`src/rtl/arb_pkg.sv`:
```
// ---------------------------------------------------------------------------
// arb_pkg
// Shared definitions for the round-robin hold arbiter slice.
//   arb_state_e : FSM state encoding (IDLE, GRANT)
//   clog2_min1  : ceil(log2(n)) clamped to a minimum of 1, so vectors sized
//                 from small parameters never collapse to zero width
// ---------------------------------------------------------------------------
package arb_pkg;

    typedef enum logic {
        IDLE  = 1'b0,
        GRANT = 1'b1
    } arb_state_e;

    function automatic int clog2_min1(input int n);
        return (n <= 1) ? 1 : $clog2(n);
    endfunction

endpackage

```
`src/rtl/rr_pick.sv`:
```
// ---------------------------------------------------------------------------
// rr_pick
// Combinational circular picker. Returns the first set bit of req scanning
// from index ptr upward and wrapping to 0.
//   req  : request vector
//   ptr  : index with the highest priority this cycle
//   pick : one-hot selection (all-zero when req is zero)
//   idx  : binary index of pick (0 when req is zero)
// ---------------------------------------------------------------------------
module rr_pick
    import arb_pkg::*;
#(
    parameter  int REQUESTERS = 4,
    localparam int IDW        = clog2_min1(REQUESTERS)
) (
    input  logic [REQUESTERS-1:0] req,
    input  logic [IDW-1:0]        ptr,
    output logic [REQUESTERS-1:0] pick,
    output logic [IDW-1:0]        idx
);

    logic [REQUESTERS-1:0] mask;
    logic [REQUESTERS-1:0] masked;
    logic [REQUESTERS-1:0] m_pick;
    logic [REQUESTERS-1:0] u_pick;
    logic [IDW-1:0]        m_idx;
    logic [IDW-1:0]        u_idx;

    // Keep only the requesters at or above ptr; these outrank the wrapped
    // requesters below ptr.
    always_comb begin
        mask = '0;
        for (int i = 0; i < REQUESTERS; i++) begin
            mask[i] = (IDW'(i) >= ptr);
        end
    end

    assign masked = req & mask;

    // Two lowest-index-wins pickers, one on the masked vector and one on the
    // raw vector. The scan runs downward so the lowest set bit is the last
    // one written.
    always_comb begin
        m_pick = '0;
        m_idx  = '0;
        u_pick = '0;
        u_idx  = '0;
        for (int i = REQUESTERS - 1; i >= 0; i--) begin
            if (masked[i]) begin
                m_pick    = '0;
                m_pick[i] = 1'b1;
                m_idx     = IDW'(i);
            end
            if (req[i]) begin
                u_pick    = '0;
                u_pick[i] = 1'b1;
                u_idx     = IDW'(i);
            end
        end
    end

    // Nothing at or above ptr means the winner is the lowest index below ptr,
    // which is exactly what the unmasked picker found.
    assign pick = (|m_pick) ? m_pick : u_pick;
    assign idx  = (|m_pick) ? m_idx  : u_idx;

endmodule

```
`src/rtl/rr_hold_arbiter.sv`:
```
// ---------------------------------------------------------------------------
// rr_hold_arbiter
// Round-robin arbiter with a registered one-hot grant. The owner keeps the
// grant until it pulses done, drops its request, or has held it for MAX_HOLD
// cycles (MAX_HOLD = 0 disables the limit). On release the next owner is
// picked in the same cycle, so handoffs have no idle bubble.
//   clk           : rising-edge clock
//   reset         : synchronous active-high reset
//   req_i         : one request bit per requester
//   done_i        : owner's transfer-finished pulse
//   grant_o       : registered one-hot grant, zero when idle
//   grant_id_o    : binary index of the owner, 0 when idle
//   grant_valid_o : high whenever grant_o is non-zero
// ---------------------------------------------------------------------------
module rr_hold_arbiter
    import arb_pkg::*;
#(
    parameter  int REQUESTERS = 4,
    parameter  int MAX_HOLD   = 16,
    localparam int IDW        = clog2_min1(REQUESTERS)
) (
    input  logic                  clk,
    input  logic                  reset,
    input  logic [REQUESTERS-1:0] req_i,
    input  logic                  done_i,
    output logic [REQUESTERS-1:0] grant_o,
    output logic [IDW-1:0]        grant_id_o,
    output logic                  grant_valid_o
);

    localparam int             CW        = clog2_min1(MAX_HOLD + 1);
    localparam logic [CW-1:0]  HOLD_LAST = (MAX_HOLD == 0) ? '0 : CW'(MAX_HOLD - 1);
    localparam logic [IDW-1:0] LAST_ID   = IDW'(REQUESTERS - 1);

    arb_state_e            state, state_nxt;
    logic [IDW-1:0]        ptr, ptr_nxt;
    logic [CW-1:0]         cnt, cnt_nxt;
    logic [REQUESTERS-1:0] grant_nxt;
    logic [IDW-1:0]        id_nxt;
    logic                  valid_nxt;

    logic                  owner_req;
    logic                  timeout;
    logic                  release_now;
    logic [IDW-1:0]        ptr_rel;
    logic [IDW-1:0]        pick_ptr;
    logic [REQUESTERS-1:0] pick;
    logic [IDW-1:0]        pick_idx;

    // The grant is one-hot, so masking req_i with it tells us whether the
    // owner still requests without indexing by a possibly narrow id.
    assign owner_req   = |(req_i & grant_o);
    assign timeout     = (MAX_HOLD != 0) && (cnt == HOLD_LAST);
    assign release_now = (state == GRANT) && (done_i || !owner_req || timeout);

    // Priority moves just past the releasing owner, which puts the owner
    // itself last in line for the re-pick.
    assign ptr_rel  = (grant_id_o == LAST_ID) ? '0 : grant_id_o + IDW'(1);
    assign pick_ptr = (state == GRANT) ? ptr_rel : ptr;

    rr_pick #(
        .REQUESTERS(REQUESTERS)
    ) u_pick (
        .req  (req_i),
        .ptr  (pick_ptr),
        .pick (pick),
        .idx  (pick_idx)
    );

    // State and output registers. Reset takes priority over everything and
    // puts requester 0 back at the top of the rotation.
    always_ff @(posedge clk) begin
        if (reset) begin
            state         <= IDLE;
            ptr           <= '0;
            cnt           <= '0;
            grant_o       <= '0;
            grant_id_o    <= '0;
            grant_valid_o <= '0;
        end else begin
            state         <= state_nxt;
            ptr           <= ptr_nxt;
            cnt           <= cnt_nxt;
            grant_o       <= grant_nxt;
            grant_id_o    <= id_nxt;
            grant_valid_o <= valid_nxt;
        end
    end

    // Next-state logic. IDLE grants the first picked requester. GRANT holds
    // the owner, counting hold cycles, until a release, then either hands
    // straight to the next pick or drops back to IDLE when nobody requests.
    always_comb begin
        state_nxt = state;
        ptr_nxt   = ptr;
        cnt_nxt   = cnt;
        grant_nxt = grant_o;
        id_nxt    = grant_id_o;
        valid_nxt = grant_valid_o;

        case (state)
            IDLE: begin
                cnt_nxt = '0;
                if (|req_i) begin
                    state_nxt = GRANT;
                    grant_nxt = pick;
                    id_nxt    = pick_idx;
                    valid_nxt = 1'b1;
                end else begin
                    grant_nxt = '0;
                    id_nxt    = '0;
                    valid_nxt = 1'b0;
                end
            end

            GRANT: begin
                if (release_now) begin
                    ptr_nxt = ptr_rel;
                    cnt_nxt = '0;
                    if (|pick) begin
                        grant_nxt = pick;
                        id_nxt    = pick_idx;
                        valid_nxt = 1'b1;
                    end else begin
                        state_nxt = IDLE;
                        grant_nxt = '0;
                        id_nxt    = '0;
                        valid_nxt = 1'b0;
                    end
                end else if (MAX_HOLD != 0) begin
                    cnt_nxt = cnt + CW'(1);
                end
            end

            default: begin
                state_nxt = IDLE;
                grant_nxt = '0;
                id_nxt    = '0;
                valid_nxt = 1'b0;
                cnt_nxt   = '0;
            end
        endcase
    end

    // Structural invariants of the grant outputs.
    a_grant_onehot0 : assert property (@(posedge clk) disable iff (reset)
        $onehot0(grant_o));

    a_valid_matches : assert property (@(posedge clk) disable iff (reset)
        grant_valid_o == (|grant_o));

    a_grant_had_req : assert property (@(posedge clk) disable iff (reset)
        (grant_o & ~$past(req_i)) == '0);

endmodule

```
`config.mk`:
```
export PLATFORM = sky130hd
export DESIGN_NAME = rr_hold_arbiter
export DESIGN_NICKNAME = d
export VERILOG_FILES = /design/src/rtl/arb_pkg.sv /design/src/rtl/rr_pick.sv /design/src/rtl/rr_hold_arbiter.sv
export SDC_FILE = /design/constraint.sdc
export NUM_CORES = 1
export LEC_CHECK = 0
export CORE_MARGIN = 2
export CORE_UTILIZATION = 45
export CTS_CLUSTER_SIZE = 14
export DETAILED_ROUTE_END_ITERATION = 6
export PLACE_DENSITY = 0.82
export SYNTH_ARGS = -nofsm -noshare
export SYNTH_HDL_FRONTEND = slang
export SYNTH_SLANG_ARGS = --single-unit
export TNS_END_PERCENT = 20
```
`constraint.sdc`:
```
create_clock -name clk -period 1.87 [get_ports clk]
set_clock_uncertainty 0.2 [all_clocks]
set_input_delay 0.561 -clock clk [delete_from_list [all_inputs] [get_ports clk]]
set_output_delay 0.561 -clock clk [all_outputs]
set_load 0.03 [all_outputs]
```
Word level (Yosys, flattened, before mapping)
Cells that the tools add are included.
{"block": "word_totals", "word_cells": 63, "reg_bits": 15, "ram_bits": 0, "latchBits": 0, "mem_bits_ro": 0, "output_inout_bits": 7, "mem_count": 0}
{"block": "classes", "n_lt_le_gt_ge": 4, "n_reduce_logical": 9, "div": 0, "n_mux": 36, "addsub": 2, "n_bitwise": 3, "n_mul": 0, "eq_ne": 3, "shifts": 0}
{"op": "$mux 4", "n": 12}
{"op": "$mux 2", "n": 14}
{"op": "$reduce_or 4->1", "n": 4}
{"op": "$pmux 5 s2", "n": 1}
{"op": "$and 4x4->4", "n": 2}
{"op": "$pmux 4 s2", "n": 1}
{"op": "$add 5x1->5 const B", "n": 1}
{"op": "$eq 5x4->1 const B", "n": 1}
{"op": "$mux 5", "n": 1}
{"op": "$ge 1x2->1 const A", "n": 2}
{"op": "$ge 2x2->1 const A", "n": 2}
{"op": "$mux 1", "n": 4}
{"op": "$pmux 1 s2", "n": 2}
{"op": "$pmux 2 s2", "n": 1}
{"op": "$add 2x1->2 const B", "n": 1}
{"op": "$eq 2x2->1 const B", "n": 1}
{"op": "$logic_or 1x1->1", "n": 2}
{"op": "$ne 2x1->1 const B", "n": 1}
{"op": "$reduce_and 2->1", "n": 1}
{"op": "$logic_and 1x1->1", "n": 1}
{"op": "$logic_not 1->1", "n": 1}
{"op": "$not 1->1", "n": 1}

Longest topological paths before layout
{"block": "logic_depth", "word_depth": 15, "mapped_depth": 7, "mapped_depth_nobuf": 6}

Cells and area by module
From an unflattened synthesis, not the netlist that was laid out.
{"block": "hier_totals", "cells_unflattened": 92, "area_unflattened_um2": 837.1}
{"module": "rr_hold_arbiter", "area_per_inst_um2": 666.9, "instances": 1, "seq_area_each_um2": 300.3, "cells_each": 65}
{"module": "rr_pick", "area_per_inst_um2": 170.2, "instances": 1, "seq_area_each_um2": 0.0, "cells_each": 27}

Worst setup path before layout
No wires, ideal clock.
{"block": "synth_timing", "path_type": "input to register", "startpoint": "input port req_i[0]", "endpoint": "register grant_o[1]", "stages": 5, "setup_time_ns": 0.092, "path_buffers": 1, "setup_slack_ns": -0.032, "t_arrival_ns": 1.609, "path_cell_list": "buf_4 -> a22oi_2 -> a2111oi_4 -> a211o_2 -> o32ai_1"}
{"block": "synth_via", "elab_chain_cells": 8}
{"element": "start: declaration", "line_no": "rr_hold_arbiter.sv:24", "rtl": "input logic [REQUESTERS-1:0] req_i,"}
{"element": "$and 4x4->4", "line_no": "rr_pick.sv:38", "rtl": "assign masked = req & mask;"}
{"element": "$mux 4", "line_no": "rr_pick.sv:49", "rtl": "if (masked[i]) begin"}
{"element": "$reduce_or 4->1", "line_no": "rr_pick.sv:64", "rtl": "assign pick = (|m_pick) ? m_pick : u_pick;"}
{"element": "$mux 4", "line_no": "rr_pick.sv:64"}
{"element": "$reduce_or 4->1", "line_no": "rr_hold_arbiter.sv:120", "rtl": "if (|pick) begin"}
{"element": "$mux 4", "line_no": "rr_hold_arbiter.sv:120"}
{"element": "$mux 4", "line_no": "rr_hold_arbiter.sv:117", "rtl": "if (release_now) begin"}
{"element": "$pmux 4 s2", "line_no": "rr_hold_arbiter.sv:101", "rtl": "case (state)"}
{"element": "end signal: assignment", "line_no": "rr_hold_arbiter.sv:84", "rtl": "grant_o <= grant_nxt;"}
{"element": "end: declaration", "line_no": "rr_hold_arbiter.sv:26", "rtl": "output logic [REQUESTERS-1:0] grant_o,"}
Several ways; a longest one is shown, not always the timed one. The select of a mux whose other input is x is not followed.
A chain may end at the register's enable or synchronous reset.

Worst setup path after layout
{"block": "layout_timing", "startpoint": "register grant_id_o[0]", "endpoint": "register grant_id_o[1]"}
{"block": "layout_via", "elab_chain_cells": 15}
{"element": "start: declaration", "line_no": "rr_hold_arbiter.sv:27", "rtl": "output logic [IDW-1:0] grant_id_o,"}
{"element": "start signal: assignment", "line_no": "rr_hold_arbiter.sv:85", "rtl": "grant_id_o <= id_nxt;"}
{"element": "$add 2x1->2 / $eq 2x2->1 (equally long branches)", "line_no": "rr_hold_arbiter.sv:58", "rtl": "assign ptr_rel = (grant_id_o == LAST_ID) ? '0 : grant_id_o + IDW'(1);"}
{"element": "$mux 2 *", "line_no": "rr_hold_arbiter.sv:58"}
{"element": "net ptr_rel[1]", "line_no": "rr_hold_arbiter.sv:45", "rtl": "logic [IDW-1:0] ptr_rel;"}
{"element": "$mux 2 *", "line_no": "rr_hold_arbiter.sv:59", "rtl": "assign pick_ptr = (state == GRANT) ? ptr_rel : ptr;"}
{"element": "$ge 2x2->1", "line_no": "rr_pick.sv:34", "rtl": "mask[i] = (IDW'(i) >= ptr);"}
{"element": "$and 4x4->4 *", "line_no": "rr_pick.sv:38"}
{"element": "$mux 4 (4 in series)", "line_no": "rr_pick.sv:49"}
{"element": "$reduce_or 4->1", "line_no": "rr_pick.sv:64, rr_pick.sv:65"}
{"element": "$mux 4", "line_no": "rr_pick.sv:64"}
{"element": "$reduce_or 4->1", "line_no": "rr_hold_arbiter.sv:120"}
{"element": "$mux 2", "line_no": "rr_hold_arbiter.sv:120"}
{"element": "$mux 2", "line_no": "rr_hold_arbiter.sv:117"}
{"element": "$pmux 2 s2 *", "line_no": "rr_hold_arbiter.sv:101"}
The timed path passes the listed nets; every way through them passes the cells marked *. The select of a mux whose other input is x is not followed.

==> results.md <==
* Reg2reg path depth at 5
* I/O Pins at 14
* Die area at 2110 sq um
* CTS tree: done
* RSZ-0062 raised after global routing: true
* Met1 usage at 0.249
* Status: finished with violations
* Placer's final routability congestion estimate at 0.794
* Core Area at 1690 sq um
* Slew HR at 0.668
* RR Endpoint: grant_id_o[1]$_SDFFE_PP0P_
* Combinational Power Share at 0.304
* Max Freq at 0.519 GHz
* Post-Layout Cell Count at 134
* Gr usage total at 0.184
* Mapped Nets at 96
* Largest net degree at the start of global routing at 10
* Worst r2r src: grant_id_o[0]$_SDFFE_PP0P_
* Most used DFF post-synth: dfxtp_1
* Worst Path Buf+Inv at 0
* Synth warnings at 0
* Initial antenna violation count at 0
* Post-synth EDFFs at 0
* R2R Setup Slk at -0.06 ns
* # hold bufs at CTS at 0
* Clk buf depth at 2
* DIE WIDTH at 46.0 um
* Worst path cell trace: ha_1 > nand3b_1 > o211a_1 > o311ai_0 > o41ai_1
* Worst-Margin Slew at 0.492 ns
* Root Buffer: clkbuf_4
* Post-synth ARST share at 0
* Final #Nets at 128
* Pwr per Cell Area at 687 nW/um^2
* CTS sink count at 15
* Total congestion overflow at 0
* First-pass GRT wire length at 2.79 mm
* Min Tclk post-route at 1.93 ns
* CP max-delay cell: o311ai_0
* Startpoint class of the critical path: flop
* P_int at 527 uW
* Period utilization at 1.03
* Critical Path RT at 1.83 ns
* Met3 usage at 0.0238
* Setup ws final at -0.0582 ns
* Detailed-route via count at 759
* Max-slew violations at 0
* IO Port Bufs at 13
* Total inserted antenna cells at 0
* Register area share after synthesis at 0.379
* Max-Cap Viols at 0
* Worst hold path class: reg2reg
* Site Rows at 15
* Mapped Cells at 86
* Number of synthesized register bits at 15
* HPWL after DPL at 1.37 mm
* Setup CP Type: reg2reg
* Final ANT Viol Nets at 0
* Num CTS Buffers at 3
* Violated checks: negative setup slack
* CP top delay family: compound AO/OA/AOI/OAI gates
* Distinct cells, synth at 38
* Die height at 46.0 um
* Worst Hold End: grant_valid_o$_SDFFE_PP0P_
* Via/cell ratio at 5.66
* Final setup viols at 6
* Vias in the first global route at 639
* Crit path capture type: flop
* Proportion of layout cells with a drive suffix above 1 at 0.325
* Initial core utilization at 0.469
* WHS at 0.263 ns
* First-pass iteration count of the detailed router at 4
* Critical path peak fanout at 4
* Sw power at 252 uW
* Average routed wire per standard cell at 15.4 um
* Final hold violations at 0
* Htree depth at 1
* Maximum vdd drop at 0.431 mV
* Syn_area_per_cell at 9.21 sq um
* Leak Pwr at 0.461 nW
* Post-Syn Area at 792 sq um
* CTS clock-pin slew for the worst setup and hold paths at 0.09 ns
* Met2 Usage GRT at 0.286
* Power share of the clock group at 0.236
* Flop pwr share at 0.460
* # DRC at 0
* Synthesis-to-finish area growth at 43.3%
* Cell count after placement at 128
* HP Start: grant_valid_o$_SDFFE_PP0P_
* WHS Path Cells at 2
* Grt peak-use layer: met2
* Slowest Stage Delay on Critical Path at 0.48 ns
* Iteration-0 DRC Markers at 31
* Sw Share at 0.323
* Total wire length at 2.06 mm
* CP arrival at 1.89 ns
* Clock Latency Late Sink at 0.28 ns
[placed cells by master, fill, tap and decap left out, types with 2 or more instances in the layout]
cell,instances
a22oi_2,2
dfxtp_1,13
nor2_1,8
o32ai_2,3
a211oi_1,2
a21oi_1,2
o21ai_0,3
nand3b_1,3
buf_4,18
ha_4,2
clkdlybuf4s15_1,4
dlygate4sd2_1,6
clkbuf_4,3
nand2_1,5
dfxtp_2,2
o21a_1,3
clkdlybuf4s50_1,2
inv_1,10
[layout make-up]
type	count	area [sq um]
fill	128	554
clock inverter	1	5.00
tap	17	21.3
inverter	10	37.5
clock buffer	3	22.5
sequential	15	303
timing repair buffer	31	253
multi-input combinational	57	493
[cell families (layout without fill, tap and decap cells)]
| group | count (synthesis) | after routing | share of synthesized area |
|---|---|---|---|
| AO/OA/AOI/OAI | 26 | 26 | 0.289 |
| AND/OR/NAND/NOR | 25 | 25 | 0.167 |
| flip-flops | 15 | 15 | 0.379 |
| buffers and inverters | 14 | 45 | 0.0821 |
| adder cells (fa/ha/maj) | 3 | 3 | 0.0474 |
| XOR/XNOR | 2 | 2 | 0.0221 |
| multiplexers | 1 | 1 | 0.0126 |
[through the flow]
stage | worst slack [ns] | setup TNS [ns] | power [mW] | area (sq um) | util
2_1_floorplan | 0.0132 | 0 | 0.491 | 796 | -
3_3_place_gp | -0.554 | -6.37 | 0.583 | 1040 | 0.613
3_5_place_dp | -0.576 | -6.93 | 0.590 | 1040 | 0.613
4_1_cts | -0.0684 | -0.152 | 0.762 | 1060 | 0.625
5_1_grt | -0.104 | -0.439 | 0.814 | 1130 | 0.672
6_report | -0.0582 | -0.159 | 0.779 | 1130 | 0.672
[repair_timing]
item / 4_1_cts / 5_1_grt
setup buffers: 0 / 2
gates resized for setup: 12 / 18
endpoints found under the setup margin: 21 / 17
pin swaps: 1 / 6
[synthesized netlist by cell type, types with 2 or more instances]
library cell,count,share of area
dfxtp_1,15,0.38
inv_1,10,0.047
nor2_1,8,0.038
nand2_1,5,0.024
o21ai_0,4,0.025
ha_1,3,0.047
nand3b_1,3,0.028
o21a_1,3,0.028
o32ai_1,3,0.033
a211oi_1,2,0.019
a21oi_1,2,0.013
a22oi_2,2,0.032
[per-layer routing]
layer,routed length [um],vias to the layer above
met2,1020,29
met1,909,351
met3,93,4
li1,-,375
met4,35,0
met5,0,-
[tightest hold or removal path, delay by kind of cell, from the launching register on]
family,cells,cell delay [ns]
DFF,1,0.32
buffers and inverters,1,0.05
AOI/OAI and AO/OA,1,0.06
[sequential cells by signal (all words and copies together) (netlist names)]
signal	cells
cnt	5
grant_o	4
grant_valid_o	1
grant_id_o	2
ptr	2
state	1
[worst max path at each step]
stage / start / end / slack [ns] / cells after the start
2_1_floorplan: req_i[0] / grant_o[0]$_SDFFE_PP0P_ / 0.01 / 6
3_3_place_gp: req_i[1] / grant_id_o[0]$_SDFFE_PP0P_ / -0.55 / 6
3_5_place_dp: req_i[2] / grant_o[2]$_SDFFE_PP0P_ / -0.58 / 5
4_1_cts: grant_id_o[0]$_SDFFE_PP0P_ / grant_o[2]$_SDFFE_PP0P_ / -0.07 / 6
5_1_grt: grant_id_o[0]$_SDFFE_PP0P_ / grant_id_o[1]$_SDFFE_PP0P_ / -0.10 / 5
6_report: grant_id_o[0]$_SDFFE_PP0P_ / grant_id_o[1]$_SDFFE_PP0P_ / -0.06 / 5
[power by group through the flow]
stage | registers, mW | clock network [mW] | logic (mW)
after floorplan | 0.391 | 0 | 0.101
after global placement | 0.364 | 0 | 0.219
after detailed placement | 0.366 | 0 | 0.224
after CTS | 0.358 | 0.190 | 0.214
after global routing | 0.361 | 0.202 | 0.251
final | 0.358 | 0.184 | 0.237
Power figures use the tool's default switching activity.
